$ cat config.mk
export PLATFORM = sky130hd
export DESIGN_NAME = pll_loop_ctrl
export DESIGN_NICKNAME = d
export VERILOG_FILES = /design/src/rtl/pll_loop_ctrl.sv
export SDC_FILE = /design/constraint.sdc
export NUM_CORES = 1
export LEC_CHECK = 0
export ABC_AREA = 1
export BUFFER_PORTS_ARGS = -buffer_cell sky130_fd_sc_hd__buf_4
export CAP_MARGIN = 20
export CORE_UTILIZATION = 60
export DETAILED_ROUTE_END_ITERATION = 16
export HOLD_SLACK_MARGIN = 0.03
export PLACE_DENSITY = 0.77
export SETUP_SLACK_MARGIN = 0.1
export SLEW_MARGIN = 20
export SYNTH_ARGS = -nofsm -noshare
export SYNTH_HDL_FRONTEND = slang
export SYNTH_SLANG_ARGS = --single-unit
export TNS_END_PERCENT = 50
$ cat constraint.sdc
create_clock -name refclk -period 10.1 [get_ports refclk]
set_input_delay 1.01 -clock refclk [delete_from_list [all_inputs] [get_ports refclk]]
set_output_delay 1.01 -clock refclk [all_outputs]
set_load 0.02 [all_outputs]
$ cat src/rtl/pll_loop_ctrl.sv
// Digital PI loop controller for a ring-state DCO, clocked by refclk.
// Each accepted phase sample (integer pclk edge count + fractional ring state)
// is differenced against the previous one, compared with NFRAC*N, filtered by a
// saturating PI filter with anti-windup, and turned into the DCO code dctrl.
// Two-stage pipeline: stage 1 registers err, stage 2 registers accum, dctrl,
// sat and locked, with dctrl_valid pulsing in the stage-2 cycle.
//
// Ports:
//   refclk          clock (rising edge)
//   rst_n           synchronous active-low reset
//   en              loop enable; low forces IDLE, flushes the pipeline, holds dctrl/err/accum
//   sample_valid    one-cycle strobe qualifying dco_int_count / dco_frac_state
//   dco_int_count   wrapping pclk edge count (CNT_W bits)
//   dco_frac_state  fractional ring state, 0..NFRAC-1
//   dctrl           signed DCO control code (0 = centre frequency)
//   dctrl_valid     one-cycle pulse when dctrl updates
//   err             last computed signed 16-bit frequency error
//   locked          lock indicator
//   sat             last dctrl update was clamped
module pll_loop_ctrl #(
    parameter int unsigned N          = 4,
    parameter int unsigned NFRAC      = 30,
    parameter int          KP         = 500,
    parameter int          KI         = 100,
    parameter int unsigned CNT_W      = 16,
    parameter int unsigned ACC_W      = 32,
    parameter int unsigned CTRL_W     = 24,
    parameter int unsigned LOCK_TOL   = 2,
    parameter int unsigned LOCK_CNT   = 64,
    parameter int unsigned UNLOCK_CNT = 4
) (
    input  logic                     refclk,
    input  logic                     rst_n,
    input  logic                     en,
    input  logic                     sample_valid,
    input  logic [CNT_W-1:0]         dco_int_count,
    input  logic [4:0]               dco_frac_state,
    output logic signed [CTRL_W-1:0] dctrl,
    output logic                     dctrl_valid,
    output logic signed [15:0]       err,
    output logic                     locked,
    output logic                     sat
);

    localparam int unsigned DIFF_W = CNT_W + 16;
    localparam int unsigned PROD_W = ACC_W + 24;
    localparam int unsigned LCNT_W = $clog2(LOCK_CNT + 1);
    localparam int unsigned UCNT_W = $clog2(UNLOCK_CNT + 1);

    localparam logic signed [DIFF_W-1:0] NFRAC_S  = DIFF_W'(NFRAC);
    localparam logic signed [DIFF_W-1:0] TARGET_S = DIFF_W'(NFRAC * N);
    localparam logic signed [DIFF_W-1:0] ERR_MAX  = DIFF_W'(32767);
    localparam logic signed [DIFF_W-1:0] ERR_MIN  = ~ERR_MAX;
    localparam logic signed [15:0]       TOL_S    = 16'(LOCK_TOL);
    localparam logic signed [ACC_W:0]    ACC_MAX  = (ACC_W+1)'((64'(1) << (ACC_W - 1)) - 64'(1));
    localparam logic signed [ACC_W:0]    ACC_MIN  = ~ACC_MAX;
    localparam logic signed [PROD_W-1:0] CTRL_MAX = PROD_W'((64'(1) << (CTRL_W - 1)) - 64'(1));
    localparam logic signed [PROD_W-1:0] CTRL_MIN = ~CTRL_MAX;
    localparam logic signed [PROD_W-1:0] KP_P     = PROD_W'(KP);
    localparam logic signed [PROD_W-1:0] KI_P     = PROD_W'(KI);

    typedef enum logic [1:0] {IDLE, PRIME, ACQUIRE, LOCKED} state_t;

    state_t              state, state_next;
    logic [LCNT_W-1:0]   in_cnt, in_cnt_next;
    logic [UCNT_W-1:0]   out_cnt, out_cnt_next;
    logic                prime, s1_load, s2_load;

    logic [CNT_W-1:0]    int_prev;
    logic [4:0]          frac_prev;
    logic                s1_valid;
    logic signed [ACC_W-1:0] accum;
    logic                sat_neg;

    logic [CNT_W-1:0]          dint;
    logic signed [DIFF_W-1:0]  diff, err_wide;
    logic signed [15:0]        err_new;
    logic                      in_tol, hold;
    logic signed [ACC_W:0]     acc_sum;
    logic signed [ACC_W-1:0]   acc_next;
    logic signed [PROD_W-1:0]  prod, prod_clamp;
    logic                      clamp_hi, clamp_lo;

    // Stage 1: phase difference and saturated frequency error
    always_comb begin
        dint     = dco_int_count - int_prev;
        diff     = NFRAC_S * $signed(DIFF_W'(dint))
                 + $signed(DIFF_W'(dco_frac_state)) - $signed(DIFF_W'(frac_prev));
        err_wide = TARGET_S - diff;
        if (err_wide > ERR_MAX) begin
            err_new = 16'sh7fff;
        end else if (err_wide < ERR_MIN) begin
            err_new = 16'sh8000;
        end else begin
            err_new = 16'(err_wide);
        end
    end

    // Stage 2: PI filter; integrator freezes while pushing further into the active clamp
    always_comb begin
        in_tol   = (err <= TOL_S) && (err >= -TOL_S);
        hold     = sat && (sat_neg ? (err < 16'sd0) : (err > 16'sd0));
        acc_sum  = $signed((ACC_W+1)'(accum)) + $signed((ACC_W+1)'(err));
        if (hold) begin
            acc_next = accum;
        end else if (acc_sum > ACC_MAX) begin
            acc_next = ACC_W'(ACC_MAX);
        end else if (acc_sum < ACC_MIN) begin
            acc_next = ACC_W'(ACC_MIN);
        end else begin
            acc_next = ACC_W'(acc_sum);
        end
        prod     = KP_P * PROD_W'(err) + KI_P * PROD_W'(acc_next);
        clamp_hi = prod > CTRL_MAX;
        clamp_lo = prod < CTRL_MIN;
        if (clamp_hi) begin
            prod_clamp = CTRL_MAX;
        end else if (clamp_lo) begin
            prod_clamp = CTRL_MIN;
        end else begin
            prod_clamp = prod;
        end
    end

    // FSM state and lock streak counters
    always_ff @(posedge refclk) begin
        if (!rst_n) begin
            state   <= IDLE;
            in_cnt  <= '0;
            out_cnt <= '0;
        end else begin
            state   <= state_next;
            in_cnt  <= in_cnt_next;
            out_cnt <= out_cnt_next;
        end
    end

    // Next state, streak counting and pipeline load enables; en low overrides all
    always_comb begin
        state_next   = state;
        in_cnt_next  = in_cnt;
        out_cnt_next = out_cnt;
        prime        = 1'b0;
        s1_load      = 1'b0;
        case (state)
            IDLE: begin
                if (en) state_next = PRIME;
            end
            PRIME: begin
                if (sample_valid) begin
                    prime      = 1'b1;
                    state_next = ACQUIRE;
                end
            end
            ACQUIRE: begin
                s1_load = sample_valid;
                if (s1_valid) begin
                    if (!in_tol) begin
                        in_cnt_next = '0;
                    end else if (in_cnt == LCNT_W'(LOCK_CNT - 1)) begin
                        in_cnt_next  = '0;
                        out_cnt_next = '0;
                        state_next   = LOCKED;
                    end else begin
                        in_cnt_next = in_cnt + LCNT_W'(1);
                    end
                end
            end
            LOCKED: begin
                s1_load = sample_valid;
                if (s1_valid) begin
                    if (in_tol) begin
                        out_cnt_next = '0;
                    end else if (out_cnt == UCNT_W'(UNLOCK_CNT - 1)) begin
                        in_cnt_next  = '0;
                        out_cnt_next = '0;
                        state_next   = ACQUIRE;
                    end else begin
                        out_cnt_next = out_cnt + UCNT_W'(1);
                    end
                end
            end
            default: state_next = IDLE;
        endcase
        if (!en) begin
            state_next   = IDLE;
            in_cnt_next  = '0;
            out_cnt_next = '0;
            prime        = 1'b0;
            s1_load      = 1'b0;
        end
    end

    assign s2_load = s1_valid && en;

    // Datapath registers for both pipeline stages
    always_ff @(posedge refclk) begin
        if (!rst_n) begin
            int_prev    <= '0;
            frac_prev   <= '0;
            s1_valid    <= 1'b0;
            err         <= '0;
            accum       <= '0;
            dctrl       <= '0;
            sat         <= 1'b0;
            sat_neg     <= 1'b0;
            dctrl_valid <= 1'b0;
            locked      <= 1'b0;
        end else begin
            if (prime || s1_load) begin
                int_prev  <= dco_int_count;
                frac_prev <= dco_frac_state;
            end
            s1_valid <= s1_load;
            if (s1_load) err <= err_new;
            dctrl_valid <= s2_load;
            if (s2_load) begin
                accum   <= acc_next;
                dctrl   <= CTRL_W'(prod_clamp);
                sat     <= clamp_hi || clamp_lo;
                sat_neg <= clamp_lo;
            end
            locked <= (state_next == LOCKED);
        end
    end

endmodule

# Yosys cells after proc, flatten, opt, wreduce, memory -nomap -nowiden
# Index checks and enable logic that the tools add are counted.
[totals]
regBits = 110
latchBits = 0
romBits = 0
ram_bits = 0
elab_cells = 93
out_inout_bits = 43
input_bits = 25
mem_count = 0
[classes]
n_mul = 3
magnitude_cmp = 10
n_div = 0
eq_ne = 12
n_mux = 36
shift = 0
add_sub_neg = 8
n_reduce_logical = 11
bitwise_logic = 0
[ops]
columns = ["cell", "count"]
rows = [
  ["2-to-1 mux 32 bit", 3],
  ["2-to-1 mux 24 bit", 2],
  ["2-to-1 mux 7 bit", 6],
  ["adder 26 x 40 -> 41 bit", 1],
  ["> comparator 41 x 24 -> 1 bit (second input constant)", 1],
  ["less-than comparator 41 x 24 -> 1 bit (second input constant)", 1],
  ["multiplier 6 x 32 -> 38 bit (first input constant)", 1],
  ["adder 32 x 16 -> 33 bit", 1],
  ["> comparator 33 x 32 -> 1 bit (second input constant)", 1],
  ["less-than comparator 33 x 32 -> 1 bit (second input constant)", 1],
  ["2-to-1 mux 16 bit", 2],
  ["> comparator 24 x 16 -> 1 bit (second input constant)", 1],
  ["less-than comparator 24 x 16 -> 1 bit (second input constant)", 1],
  ["multiplier 8 x 16 -> 24 bit (first input constant)", 1],
  ["subtractor 8 x 23 -> 24 bit (first input constant)", 1],
  ["subtractor 22 x 5 -> 23 bit", 1],
  ["adder 21 x 5 -> 22 bit", 1],
  ["multiplier 4 x 16 -> 20 bit (first input constant)", 1],
  ["2-to-1 mux 3 bit", 6],
  ["greater-or-equal comparator 16 x 2 -> 1 bit (second input constant)", 1],
  ["> comparator 16 x 1 -> 1 bit (second input constant)", 1],
  ["less-or-equal comparator 16 x 3 -> 1 bit (second input constant)", 1],
  ["less-than comparator 16 x 1 -> 1 bit (second input constant)", 1],
  ["2-to-1 mux 2 bit", 8],
  ["other kinds (19)", 35],
]

# Depth between registers and ports, before layout
# Gate-level depths: netlist of run 1.
[depth]
ltp_word = 10
depth_mapped = 57
ltp_nobuf = 55

# Worst setup path before layout of run 1
# No wires, ideal clock.
[synth_timing]
path_type = "reg-to-reg"
from = "reg err[15]"
to = "reg sat"
t_arrival_ns = 7.998
n_path_buf = 3
required_time_ns = 9.991
path_slack_ns = 1.994
path_stages_with_launch = 55
setup_time_ns = 0.109
synth_period_minus_slack_ns = 8.106
cell_sequence = "dfxtp_1 -> ha_1 -> a21oi_1 -> inv_1 -> a21oi_1 -> inv_1 -> nand2_1 -> o211ai_1 -> a21oi_1 -> nand3_1 -> nand2_1 -> nand2_1 -> buf_2 -> buf_4 -> nand2_1 -> nand3_1 -> o21ai_0 -> inv_1 -> [19 not listed] -> inv_1 -> nor2_1 -> inv_1 -> nor2_1 -> nand3_1 -> nand3_1 -> nand2_1 -> nand2_1 -> nand2_1 -> nor2_1 -> nand4_1 -> nand2_1 -> nand2_1 -> buf_2 -> inv_1 -> nand2_1 -> nand2_1 -> inv_1"
[synth_via]
elab_chain_cells = 9
elab_cells_between_ends = 16
classes_between = "add/sub: 2; mul: 2; order compare: 6; mux: 4; reduce/logical: 2"
[synth_rtl]
columns = ["item", "line_no", "text"]
rows = [
  ["from (decl)", "40", "output logic signed [15:0] err,"],
  ["from (signal assigned)", "215", "if (s1_load) err <= err_new;"],
  ["adder 32 x 16 -> 33 bit", "103", "acc_sum = $signed((ACC_W+1)'(accum)) + $signed((ACC_W+1)'(err));"],
  ["less-than comparator 33 x 32 -> 1 bit", "108", "end else if (acc_sum < ACC_MIN) begin"],
  ["2-to-1 mux 32 bit", "108", ""],
  ["2-to-1 mux 32 bit", "106", "end else if (acc_sum > ACC_MAX) begin"],
  ["2-to-1 mux 32 bit (*)", "104", "if (hold) begin"],
  ["via acc_next[1]", "80", "logic signed [ACC_W-1:0] acc_next;"],
  ["multiplier 6 x 32 -> 38 bit (*)", "113", "prod = KP_P * PROD_W'(err) + KI_P * PROD_W'(acc_next);"],
  ["adder 26 x 40 -> 41 bit (*)", "113", ""],
  ["> comparator 41 x 24 -> 1 bit or less-than comparator 41 x 24 -> 1 bit (tied branches)", "114, 115", ""],
  ["logical OR 1 bit (*)", "220", "sat <= clamp_hi || clamp_lo;"],
  ["to (signal assigned)", "220", ""],
  ["to (decl)", "42", "output logic sat"],
]
# The timed path passes the listed nets; every way through them passes the cells marked *.
# A chain may end at the register's enable or synchronous reset.

# Final worst setup path of run 1
[layout_timing]
from = "reg err[0]"
to = "reg sat"
# The elaborated chain is that of the path after synthesis.

==> results of run 1 <==
-- kinds of logic (layout without fill, tap and decap cells) --
kind of cell / Yosys count / count (layout) / synth area share (%)
simple gates: 1158 / 1158 / 24.6
buf+inv: 587 / 645 / 11.1
fa+ha+maj: 433 / 433 / 31.2
flops: 109 / 109 / 10.8
xor+xnor: 152 / 152 / 6.59
compound gates: 574 / 574 / 15.7
-- registers in the layout, summed over array words and instances, names as in the netlist, 2 cells and up --
signal     count
state          2
out_cnt        3
frac_prev      5
err           16
accum         32
in_cnt         7
int_prev      16
dctrl         23
-- final cells by class --
type	instances	area, um^2
fill	3090	11300
inverter	540	2030
timing repair buffer	89	668
sequential	109	2180
multi-input combinational	2317	15800
clock inverter	7	91.3
clock buffer	9	225
tap	442	553
-- through the flow --
| step | std cells | setup slack, ns | cell area, um^2 | util, % |
|---|---|---|---|---|
| after floorplan | 3013 | 1.99 | 20200 | - |
| after global placement | 3497 | 0.484 | 21200 | 64.5 |
| after detailed placement | 3497 | 0.379 | 21200 | 64.5 |
| after CTS | 3513 | 0.350 | 21500 | 65.5 |
| after global routing | 3513 | 0.138 | 21600 | 65.6 |
| final | 3513 | 0.914 | 21600 | 65.6 |
-- cell usage after synthesis (9+ instances only) --
master / number / area, um^2
o21ai_1: 10 / 50.1
a21oi_1: 282 / 1410
buf_2: 11 / 55.1
a21o_1: 9 / 67.6
o21bai_1: 28 / 210
fa_1: 118 / 2360
o21ai_2: 9 / 78.8
nand4_1: 33 / 206
inv_2: 13 / 48.8
clkbuf_1: 30 / 113
or2_2: 16 / 100
dfxtp_1: 109 / 2180
nand2_1: 616 / 2310
a31oi_1: 12 / 75.1
ha_1: 315 / 3940
xnor2_1: 59 / 517
o211ai_1: 13 / 97.6
nor3_1: 32 / 160
a21boi_0: 11 / 82.6
o21ai_0: 169 / 846
inv_1: 524 / 1970
nand2_2: 32 / 200
nor2_1: 242 / 908
xor2_1: 93 / 815
nand3_1: 144 / 721
-- cells in the final DEF, fill, tap and decap left out, drive strengths merged, types with 5 or more instances in the layout --
cell type and n:
a21oi 285, o211ai 13, nand3b 8, xor2 93, a31o 5, buf 89, inv 541, dfxtp 109
a31oi 12, or2 16, a21boi 11, nor2 254, nor3 32, o21ai 189, nand3 152, clkbuf 9
a21o 9, ha 315, o31ai 5, nand4 33, o21a 8, nand2 652, o21bai 29, fa 118
xnor2 59
-- how the worst max path moves through the flow --
stage	to	cells after the start
finish	sat$_SDFFE_PN0P_	49
global route	dctrl[2]$_SDFFE_PN0P_	50
detailed placement	sat$_SDFFE_PN0P_	49
CTS	sat$_SDFFE_PN0P_	49
global placement	sat$_SDFFE_PN0P_	49
floorplan	sat$_SDFFE_PN0P_	54
-- routing by layer --
metal  part of all wire [%]  wire length (um)  vias up
met1                     47             25400     9031
li1                       -                 -     9830
met5                      0                 0        -
met4                    2.7              1440        0
met2                     45             24400      568
met3                    5.1              2740       94
-- what timing repair did --
item / CTS / global route
endpoints found under the setup margin: 0 / 24
endpoints found under the hold margin: 0 / 0
setup buffers: 0 / 0
hold buffers: 0 / 0
resized for setup: 0 / 8
-- worst register-to-register path, delay by kind of cell, from the launching register on --
| kind | cells | cell delay, ns |
|---|---|---|
| simple gates | 20 | 2.69 |
| xor+xnor | 2 | 0.27 |
| flops | 1 | 0.52 |
| compound gates | 10 | 2.30 |
| fa+ha+maj | 8 | 2.46 |
| buf+inv | 9 | 0.86 |
==> run_results.csv, run 1 <==
group,metric,value,unit
run_status,outcome,"completed",
global_route,grt_use_met2,54.3,%
logic_synthesis,synth_edf_count,0,
worst_hold_path,worst_hold_startpoint,"in_cnt[6]$_SDFFE_PN0P_",
worst_hold_path,holdPathEnd,"in_cnt[6]$_SDFFE_PN0P_",
floorplanning,initial_core_util,61.5,%
critical_path,cpMostUsedCell,"nand2_1",
floorplanning,row_count,66,
global_route,grt-ovfl-total,0,
sta,grt_setup_unrepaired,"no",
drt,viasPerCell,5.56,
floorplanning,io_pins,68,
placed_design,port_buffers,67,
critical_path,worstReg2RegEnd,"sat$_SDFFE_PN0P_",
cts,cts.sinks,109,
worst_hold_path,holdPathStages,2,
global_route,grtUsageTotal,32.3,%
logic_synthesis,synth_fp_nets,3471,
layout,syn_to_final_growth,6.64,%
critical_path,setup.worst_path.start,"err[0]$_SDFFE_PN0P_",
global_route,met1_usage,43.4,%
logic_synthesis,synth_seq_cells,109,
critical_path,worst-r2r-setup-slack,0.91,ns
sta,holdWs,0.457,ns
cts,cts_buffers,9,
critical_path,crit_type,"flip-flop to flip-flop",
critical_path,cp_max_fo,20,
sta,slew_headroom,45.7,%
floorplanning,die_w,186,um
logic_synthesis,synthFlopType,"dfxtp_1",
global_route,grt_pass1_vias,18706,
sta,min_period_over_period,91.0,%
drt,drtPass1Iterations,8,
cts,htreeDepth,3,
global_route,grt_max_degree,78,
cts,clk_latency,0.40,ns
critical_path,required,10.40,ns
critical_path,cp-start-kind,"flip-flop",
global_route,antenna_found_initial,0,
global_route,grt_pass1_wl,89.0,mm
cts,cts_tree,"done",
floorplanning,die-height,186,um
sta,finClkSkew,0.0164,ns
critical_path,crit_slowest_cell,"dfxtp_2",
critical_path,endpoint_kind,"flip-flop",
cts,path_clk_slew,0.09,ns
placed_design,gp_routability_congestion,0.983,
sta,fin_setup_tns,0,ns
logic_synthesis,synth_cell_types,50,
layout,drive_above_1_share,7.13,%
drt,initialDrtViolationCount,1345,
cts,cts-root-buf,"clkbuf_16",
drt,drc,0,
critical_path,r2r_start,"err[0]$_SDFFE_PN0P_",
sta,worst_pin_slew,0.813,ns
drt,routed_wl,53.9,mm
critical_path,cp.arrival,9.48,ns
global_route,gr-max-usage-layer,"met2",
sta,fin_crit,9.19,ns
drt,vias,19523,
logic_synthesis,async_flop_share,0,%
layout,nets,3524,
layout,n_antenna_cell,0,
critical_path,r2r_cells,49,
floorplanning,die_area,0.0344,mm^2
cts,cts_max_path_buffers,2,
placed_design,post-dp-hpwl,45.4,mm
floorplanning,fp.coreArea,0.0329,mm^2
logic_synthesis,avgSynthCellArea,6.71,um^2
global_route,grt.met3_usage,3.31,%
sta,finalSetupViolCount,0,
run,cap_viol_max_count,0,
logic_synthesis,ys_seq_area_share,10.8,%
sta,max_freq,109,MHz
logic_synthesis,synthCells,3013,
drt,drtAntennaViolNets,0,
sta,hold_viol,0,
logic_synthesis,synth-warning-count,0,
worst_hold_path,hold_class,"flip-flop to flip-flop",
sta,finalMaxSlewViolations,0,
critical_path,crit_buf_inv,9,
critical_path,crit_family,"simple AND/OR/NAND/NOR gates",
logic_synthesis,synth_area,0.0202,mm^2
drt,wire_per_inst,15.4,um
critical_path,cpPeakStageDelay,0.52,ns
Power of run 1 is left out: the tool's default activity adds up to more than one toggle a clock period on the data nets, which glitch-free logic cannot reach.
==> inputs of run 2 (changes only) <==
--- a/config.mk
+++ b/config.mk
@@ -9,6 +9,7 @@
 export BUFFER_PORTS_ARGS = -buffer_cell sky130_fd_sc_hd__buf_4
 export CAP_MARGIN = 20
 export CORE_UTILIZATION = 60
+export CTS_BUF_LIST = sky130_fd_sc_hd__clkbuf_4 sky130_fd_sc_hd__clkbuf_8
 export DETAILED_ROUTE_END_ITERATION = 16
 export HOLD_SLACK_MARGIN = 0.03
 export PLACE_DENSITY = 0.77
==> run_results.csv, run 2 (synthesis gave the netlist of run 1 again) <==
group,metric,value,unit
critical_path,crit_type,"flip-flop to flip-flop",
cts,cts_tree,"done",
floorplanning,row_count,66,
drt,viasPerCell,5.54,
layout,drive_above_1_share,7.13,%
sta,min_period_over_period,91.0,%
sta,fin_crit,9.19,ns
layout,layout_common_cells,"613 x nand2_1, 524 x inv_1, 315 x ha_1",
run_status,outcome,"completed",
floorplanning,initial_core_util,61.5,%
floorplanning,io_pins,68,
placed_design,post-dp-hpwl,45.4,mm
sta,finalSetupViolCount,0,
layout,nets,3524,
placed_design,gp_routability_congestion,0.983,
layout,largest_register,"accum",
layout,n_antenna_cell,0,
sta,finalMaxSlewViolations,0,
sta,max_freq,109,MHz
cts,clk_latency,0.46,ns
worst_hold_path,hold_class,"flip-flop to flip-flop",
floorplanning,die_area,0.0344,mm^2
cts,htreeDepth,3,
critical_path,endpoint_kind,"flip-flop",
cts,cts_buffers,9,
global_route,grtUsageTotal,32.3,%
placed_design,port_buffers,67,
layout,syn_to_final_growth,6.14,%
drt,routed_wl,53.8,mm
sta,hold_viol,0,
cts,hold_buffers,0,
cts,cts-root-buf,"clkbuf_8",
cts,cts_max_path_buffers,2,
drt,wire_per_inst,15.3,um
layout,largest_reg_flops,32,
cts,cts.sinks,109,
run,cap_viol_max_count,0,
drt,initialDrtViolationCount,1310,
layout,largest_registers,"accum (32), dctrl (23)",
drt,drtPass1Iterations,5,
critical_path,required,10.46,ns
sta,slew_headroom,45.3,%
drt,drtAntennaViolNets,0,
cts,path_clk_slew,0.13,ns
sta,finClkSkew,0.0279,ns
critical_path,cp.arrival,9.55,ns
floorplanning,die-height,186,um
floorplanning,die_w,186,um
global_route,grt_max_degree,78,
layout,fillerInstances,3104,
critical_path,crit_slowest_cell,"dfxtp_2",
critical_path,cp-start-kind,"flip-flop",
sta,worst_pin_slew,0.820,ns
critical_path,cp_max_fo,20,
floorplanning,fp.coreArea,0.0329,mm^2
sta,grt_setup_unrepaired,"no",
drt,drc,0,
critical_path,cpMostUsedCell,"nand2_1",
drt,vias,19446,
global_route,grt_pass1_wl,88.8,mm
global_route,grt_pass1_vias,18666,
global_route,grt-ovfl-total,0,
sta,fin_setup_tns,0,ns
critical_path,cpPeakStageDelay,0.53,ns
global_route,antenna_found_initial,0,
layout,final_common_cell,"nand2_1",
==> run 2: cell counts in the layout (fill, tap and decap cells not counted) <==
No cell type changed its count.
==> run 2: worst paths after layout <==
check	start	endpoint	slack [ns]	depth (start not counted)
setup / recovery	err[0]$_SDFFE_PN0P_	sat$_SDFFE_PN0P_	0.91	50
hold / removal	in_cnt[6]$_SDFFE_PN0P_	in_cnt[6]$_SDFFE_PN0P_	0.46	2
setup reg to reg	err[0]$_SDFFE_PN0P_	sat$_SDFFE_PN0P_	0.91	50
hold reg to reg	in_cnt[6]$_SDFFE_PN0P_	in_cnt[6]$_SDFFE_PN0P_	0.46	2
==> run 2: routing by layer <==
layer	global-route usage [%]	wire length (um)	share of wire, %	vias up
met5	0	0	0	-
met4	10.6	1420	2.6	0
met3	3.15	2910	5.4	84
met2	53.8	24200	45	556
met1	43.6	25300	47	8971
li1	-	-	-	9835
==> run 2: per-stage QoR <==
step	instance area, um^2	hold WS (ns)	std cells	utilization (%)	worst slack, ns
6_report	21500	0.463	3513	65.3	0.908
5_1_grt	21500	0.479	3513	65.3	0.131
4_1_cts	21400	0.462	3513	65.2	0.341
3_5_place_dp	21200	0.444	3497	64.5	0.379
3_3_place_gp	21200	0.443	3497	64.5	0.484
2_1_floorplan	20200	0.432	3013	-	1.99
==> run 2: layout make-up <==
class	instances	area, um^2	area share [%]
flip-flops and latches	109	2180	10.2
multi-input cells	2317	15800	73.7
inverters	540	2030	9.45
clock inverters	7	91.3	0.426
repair buffers	89	668	3.11
clock buffers	9	124	0.577
well taps	442	553	2.58
==> run 2: critical path, delay by kind of cell, from the launching register on <==
family                   cells  cell delay (ns)
flip-flops                   1             0.53
adder cells (fa/ha/maj)      8             2.47
AO/OA/AOI/OAI               10             2.04
XOR/XNOR                     2             0.27
buffers and inverters        9             0.88
AND/OR/NAND/NOR             21             2.89
==> run 2: what timing repair did <==
item                                    CTS  global route
resized for setup                         0             8
endpoints found under the setup margin    0            25
setup buffers                             0             0
Power of run 2 is left out for the same reason.
